==> src/rtl/fpu_pkg.sv <==
// Shared FPU constants, state encodings and operand classification helpers.
package fpu_pkg;

  localparam int         EXP_BIAS = 127;
  localparam logic [7:0] EXP_MAX  = 8'hFF;
  localparam int         MANT_W   = 23;

  // Divider sequencer states
  typedef enum logic [1:0] {
    ST_IDLE = 2'd0,
    ST_CALC = 2'd1,
    ST_NORM = 2'd2,
    ST_DONE = 2'd3
  } fdiv_state_t;

  // Outcome class of a division, decided once when the operands are taken
  typedef enum logic [1:0] {
    SP_NONE   = 2'd0,  // ordinary operands, run the mantissa divider
    SP_ZERO   = 2'd1,  // result is signed zero
    SP_INF    = 2'd2,  // result is signed infinity
    SP_INF_DZ = 2'd3   // result is signed infinity, flag divide-by-zero
  } fdiv_special_t;

  // Classify operands by exponent only; first matching rule wins so 0/0 gives zero
  function automatic fdiv_special_t fdiv_classify(input logic [7:0] e1, input logic [7:0] e2);
    fdiv_special_t sp;
    if (e1 == 8'd0) begin
      sp = SP_ZERO;
    end else if (e2 == 8'd0) begin
      sp = SP_INF_DZ;
    end else if (e1 == EXP_MAX) begin
      sp = SP_INF;
    end else if (e2 == EXP_MAX) begin
      sp = SP_ZERO;
    end else begin
      sp = SP_NONE;
    end
    return sp;
  endfunction

endpackage

==> src/rtl/fdiv_step.sv <==
// One restoring-division step: compare partial remainder with the divisor,
// subtract when it fits, and shift left for the next quotient bit.
module fdiv_step (
  input  logic [24:0] i_r,
  input  logic [23:0] i_mb,
  output logic [24:0] o_r,
  output logic        o_q
);

  logic        w_ge;
  logic [23:0] w_diff;

  // The remainder always stays below 2*mb, so r-mb fits in 24 bits when r >= mb
  always_comb begin
    w_ge   = (i_r >= {1'b0, i_mb});
    w_diff = i_r[23:0] - i_mb;
    if (w_ge) begin
      o_q = 1'b1;
      o_r = {w_diff, 1'b0};
    end else begin
      o_q = 1'b0;
      o_r = {i_r[23:0], 1'b0};
    end
  end

endmodule

==> src/rtl/fdiv_seq.sv <==
// Iterative binary32 divider y = x1 / x2: one quotient bit per cycle,
// truncating rounding, denormal inputs and results flushed to zero.
module fdiv_seq
  import fpu_pkg::*;
(
  input  logic        clk,
  input  logic        rstn,
  input  logic [31:0] x1,
  input  logic [31:0] x2,
  input  logic        in_valid,
  output logic        in_ready,
  output logic [31:0] y,
  output logic        ovf,
  output logic        dz,
  output logic        out_valid,
  input  logic        out_ready
);

  fdiv_state_t          r_state;
  fdiv_special_t        r_special;
  logic                 r_s;
  logic signed [9:0]    r_ye0;
  logic [23:0]          r_mb;
  logic [24:0]          r_r;
  logic [24:0]          r_q;
  logic [4:0]           r_cnt;
  logic [31:0]          r_y;
  logic                 r_ovf;
  logic                 r_dz;
  logic                 r_out_valid;

  logic [7:0]           w_e1;
  logic [7:0]           w_e2;
  fdiv_special_t        w_special_in;
  logic [24:0]          w_step_r;
  logic                 w_step_q;
  logic signed [9:0]    w_ye;
  logic [MANT_W-1:0]    w_mant;
  logic [31:0]          w_norm_y;
  logic                 w_norm_ovf;
  logic                 w_norm_dz;

  assign w_e1         = x1[30:23];
  assign w_e2         = x2[30:23];
  assign w_special_in = fdiv_classify(w_e1, w_e2);

  assign in_ready  = (r_state == ST_IDLE) && rstn;
  assign y         = r_y;
  assign ovf       = r_ovf;
  assign dz        = r_dz;
  assign out_valid = r_out_valid;

  fdiv_step u_step (
    .i_r  (r_r),
    .i_mb (r_mb),
    .o_r  (w_step_r),
    .o_q  (w_step_q)
  );

  // Normalise the quotient, apply exponent range limits and the special outcomes
  always_comb begin
    w_ye       = r_ye0;
    w_mant     = r_q[22:0];
    w_norm_y   = {r_s, 31'd0};
    w_norm_ovf = 1'b0;
    w_norm_dz  = 1'b0;
    if (r_q[24]) begin
      w_mant = r_q[23:1];
      w_ye   = r_ye0;
    end else begin
      w_mant = r_q[22:0];
      w_ye   = r_ye0 - 10'sd1;
    end
    case (r_special)
      SP_NONE: begin
        if (!w_ye[9] && (w_ye >= 10'sd255)) begin
          w_norm_y   = {r_s, EXP_MAX, 23'd0};
          w_norm_ovf = 1'b1;
        end else if (w_ye[9] || (w_ye == 10'sd0)) begin
          w_norm_y = {r_s, 31'd0};
        end else begin
          w_norm_y = {r_s, w_ye[7:0], w_mant};
        end
      end
      SP_ZERO: begin
        w_norm_y = {r_s, 31'd0};
      end
      SP_INF: begin
        w_norm_y = {r_s, EXP_MAX, 23'd0};
      end
      SP_INF_DZ: begin
        w_norm_y  = {r_s, EXP_MAX, 23'd0};
        w_norm_dz = 1'b1;
      end
      default: begin
        w_norm_y = {r_s, 31'd0};
      end
    endcase
  end

  // Sequencer: capture operands, iterate the mantissa divider, publish and hold result
  always_ff @(posedge clk) begin
    if (!rstn) begin
      r_state     <= ST_IDLE;
      r_special   <= SP_NONE;
      r_s         <= 1'b0;
      r_ye0       <= 10'sd0;
      r_mb        <= 24'd0;
      r_r         <= 25'd0;
      r_q         <= 25'd0;
      r_cnt       <= 5'd0;
      r_y         <= 32'd0;
      r_ovf       <= 1'b0;
      r_dz        <= 1'b0;
      r_out_valid <= 1'b0;
    end else begin
      case (r_state)
        ST_IDLE: begin
          if (in_valid) begin
            r_special <= w_special_in;
            r_s       <= x1[31] ^ x2[31];
            r_ye0     <= {2'b00, w_e1} - {2'b00, w_e2} + 10'(EXP_BIAS);
            r_mb      <= {1'b1, x2[22:0]};
            r_r       <= {2'b01, x1[22:0]};
            r_q       <= 25'd0;
            r_cnt     <= 5'd24;
            r_ovf     <= 1'b0;
            r_dz      <= 1'b0;
            if (w_special_in == SP_NONE) begin
              r_state <= ST_CALC;
            end else begin
              r_state <= ST_NORM;
            end
          end else begin
            r_state <= ST_IDLE;
          end
        end
        ST_CALC: begin
          r_r          <= w_step_r;
          r_q[r_cnt]   <= w_step_q;
          r_cnt        <= r_cnt - 5'd1;
          if (r_cnt == 5'd0) begin
            r_state <= ST_NORM;
          end else begin
            r_state <= ST_CALC;
          end
        end
        ST_NORM: begin
          r_y         <= w_norm_y;
          r_ovf       <= w_norm_ovf;
          r_dz        <= w_norm_dz;
          r_out_valid <= 1'b1;
          r_state     <= ST_DONE;
        end
        ST_DONE: begin
          if (out_ready) begin
            r_out_valid <= 1'b0;
            r_state     <= ST_IDLE;
          end else begin
            r_state <= ST_DONE;
          end
        end
        default: begin
          r_out_valid <= 1'b0;
          r_state     <= ST_IDLE;
        end
      endcase
    end
  end

endmodule
==> config.mk <==
export PLATFORM = sky130hd
export DESIGN_NAME = fdiv_seq
export DESIGN_NICKNAME = d
export VERILOG_FILES = /design/src/rtl/fpu_pkg.sv /design/src/rtl/fdiv_step.sv /design/src/rtl/fdiv_seq.sv
export SDC_FILE = /design/constraint.sdc
export NUM_CORES = 1
export LEC_CHECK = 0
export ABC_AREA = 1
export BUFFER_PORTS_ARGS = -buffer_cell sky130_fd_sc_hd__buf_4
export CORE_MARGIN = 3
export CORE_UTILIZATION = 40
export CTS_CLUSTER_DIAMETER = 60
export DETAILED_ROUTE_END_ITERATION = 10
export PLACE_DENSITY = 0.7
export SKIP_CTS_REPAIR_TIMING = 1
export SYNTH_ARGS = -nofsm -noshare
export SYNTH_HDL_FRONTEND = slang
export SYNTH_SLANG_ARGS = --single-unit
==> constraint.sdc <==
create_clock -name clk -period 2.91 [get_ports clk]
set_clock_uncertainty 0.1 [all_clocks]
set_input_delay 0.291 -clock clk [delete_from_list [all_inputs] [get_ports clk]]
set_output_delay 0.291 -clock clk [all_outputs]
set_load 0.01 [all_outputs]
==> flow_summary.toml <==
[run_status]
outcome = "completed"

[final_layout]
drive_above_1_share_pct = 15.38
nets = 1592
final_core_util_pct = 48.60
final_cells = 1770
seq_area_um2 = 2582
finalInstanceArea_um2 = 10410
antenna_cells = 0
multi_input_area_um2 = 5150
final_cell_mix = "nand2_1 (420), inv_1 (215), dfxtp_1 (129), buf_4 (114), a21oi_1 (101)"
layout_commonest_cell = "nand2_1"
syn_to_final_growth_pct = 17.48
nFillCells = 2262

[job]
drv_cap = 0

[drt]
drt_iter0_drc = 607
drc = 0
via_count = 8892
wl_per_cell_um = 13.69
first_pass_iters = 5
drt-total-wl_um = 24230
vias_per_cell = 5.024
ant_nets = 0

[worst_setup_path]
worstSetupPathDepth = 13
worst_ep_required_time_ns = 3.12
crit_top_cell = "nand2_1"
regToRegEndpoint = "r_q[23]"
r2r_setup_slack_ns = 0.30
cp_top_family = "simple AND/OR/NAND/NOR gates"
path_class = "register to register"
critPathLaunch = "r_mb[2]"
path_max_fanout = 24
reg2reg_from = "r_mb[2]"
reg2regPathDepth = 13
cp_slowest_stage_delay_ns = 0.36
worstPathArrival_ns = 2.83
endpoint = "r_q[23]"
crit_chain = "inv_1 > ha_1 > a21oi_1 > nand2_1 > nand2_1 > nand2_2 > nand2_1 > nand2_2 > nand2_4 > nand3_4 > buf_4 > o21ai_0 > inv_1"
slowest_stage = "ha_1"
worst_setup_path_end_kind = "register"
worst-path-buf-inv = 3
critPathLaunchType = "register"

[place]
gp_congestion = 0.9749
pre_cts_slack_ns = 0.2996
place_area_um2 = 9834
dp_hpwl_um = 17950
dp_cells = 1738
portBuffers = 103

[synth]
yosysTopAreaCellShare_pct = 29.15
synth_edf_count = 0
synth.distinct_cells = 46
syn_area_um2 = 8860
synth_nets = 1509
synth_top_cells_by_area = "dfxtp_1 (29%), nand2_1 (18%), inv_1 (9.1%), a21oi_1 (5.7%), ha_1 (5.5%)"
synth-seq-area-share_pct = 29.15
ys.flop_type = "dfxtp_1"
async_flop_share_pct = 0
avgSynthCellArea_um2 = 6.328
syn_inst = 1400
synth_top_area_cell = "dfxtp_1"
ys_warn_count = 0
yosys_register_bits = 129

[floorplanning]
rows = 53
die_area_um2 = 23970
ios = 104
start_util_pct = 41.36
die_y_um = 154.8
die_x_um = 154.8
core_um2 = 21420

[sta]
fin_crit_sh_pct = 89.78
drv_slew = 0
setup-violations-final = 0
relSlewSlack_pct = 59.86
max_freq_mhz = 382.8
hold_viol_final = 0
whs_ns = 0.05974
rsz0062_at_grt = "no"
worstMarginPinSlew_ns = 0.5999
tns_ns = 0
final.min_clock_period_ns = 2.613
setup_slack_ns = 0.2974

[clock_network]
cts_tree = "built"
clk_pin_slew_ns = 0.06
numCtsBuffers = 17
cts.sinks = 129
htreeDepth = 4
clk-insertion-delay-late_ns = 0.42
clk_path_buf_depth = 2
cts_root_buf = "clkbuf_16"

[global_routing]
grt_start_max_net_pins = 100
antenna_found_initial = 0
grt_pass1_vias = 8553
grt-ovfl-total = 0
grt.busiest_layer = "met2"
grt_pass1_wl_um = 40590
use_met2_pct = 34.57
grt_util_met1_pct = 26.94
grtUsageTotal_pct = 20.46
gr-usage-met3_pct = 3.274

[power_and_ir_drop]
power_density_nw_per_um2 = 862.4
irDropWorstVdd_mv = 0.4322
cellLeakagePower_nw = 5.066
power_mw = 8.976

[min_path]
hold_path_depth = 3
worst_hold_path_type = "input port to register"
-- synthesized netlist by cell type, types with 2 or more instances --
cell and count:
buf_6 3, nor3_2 3, nor4_1 3, nor2_4 4, or2_2 3, o21a_1 7, clkbuf_1 29, buf_2 9
nor2_8 2, a21oi_2 21, nor3_1 20, o21ai_1 9, ha_1 39, buf_1 6, xor2_1 6, nand2_4 2
a211oi_1 6, nand4_1 37, nand3b_1 8, nor2_2 8, clkbuf_2 2, nand2_2 4, a31oi_1 3, nand3_1 75
o21ai_0 88, a21oi_1 101, nand2_1 420, dfxtp_1 129, xnor2_1 10, nor2_1 76, inv_1 215, o211ai_1 2
o21bai_1 3, inv_2 12, nand3_2 21, buf_8 2, fa_1 2, buf_4 2
-- per-layer routing --
layer	wire length, µm	vias to the layer above
li1	-	4634
met1	11500	4060
met2	11300	175
met3	1078	23
met4	350	0
met5	0	-
-- layout make-up --
type	instances	area share (%)
Multi-Input combinational cell	989	49.48
Inverter	229	8.282
Tap cell	275	3.306
Clock buffer	20	4.388
Clock inverter	11	1.034
Timing Repair Buffer	117	8.703
Sequential cell	129	24.81
-- worst register-to-register path, delay by kind of cell (launching register included) --
| family | cells | cell delay (ns) |
|---|---|---|
| compound gates | 2 | 0.35 |
| fa+ha+maj | 1 | 0.36 |
| flops | 1 | 0.31 |
| buf+inv | 3 | 0.41 |
| simple gates | 7 | 0.97 |
-- logic make-up (layout without fill, tap and decap cells) --
group                      Yosys count  in the layout  synth area share [%]
and+or+nand+nor                    688            688                 35.14
AOI/OAI and AO/OA                  244            244                 15.45
xor gates and xnor gates            16             16                 1.582
buffers and inverters              282            377                 12.72
adders and majority gates           41             41                 5.960
DFF                                129            129                 29.15
-- worst min-delay path by stage --
stage              start         to  slack, ns
2_1_floorplan  out_ready  out_valid       0.30
3_3_place_gp    r_mb[19]   r_mb[19]       0.35
3_5_place_dp    r_mb[13]   r_mb[13]       0.35
4_1_cts        out_ready  out_valid      -0.04
5_1_grt            x2[7]    r_mb[7]       0.06
6_report          x2[13]   r_mb[13]       0.06
-- where the power goes --
group / switching, mW / internal [mW]
logic: 3.15 / 1.57
registers: 0.194 / 2.02
clock network: 0.814 / 1.22
total: 4.16 / 4.81
-- registers in the layout, summed over array words and instances (netlist names) --
signal / flops
y: 32
r_q: 25
r_r: 25
r_mb: 24
r_ye0: 10
r_cnt: 5
r_special: 2
r_state: 2
dz: 1
out_valid: 1
ovf: 1
r_s: 1
Note: power is estimated with default switching activity, not from simulation.
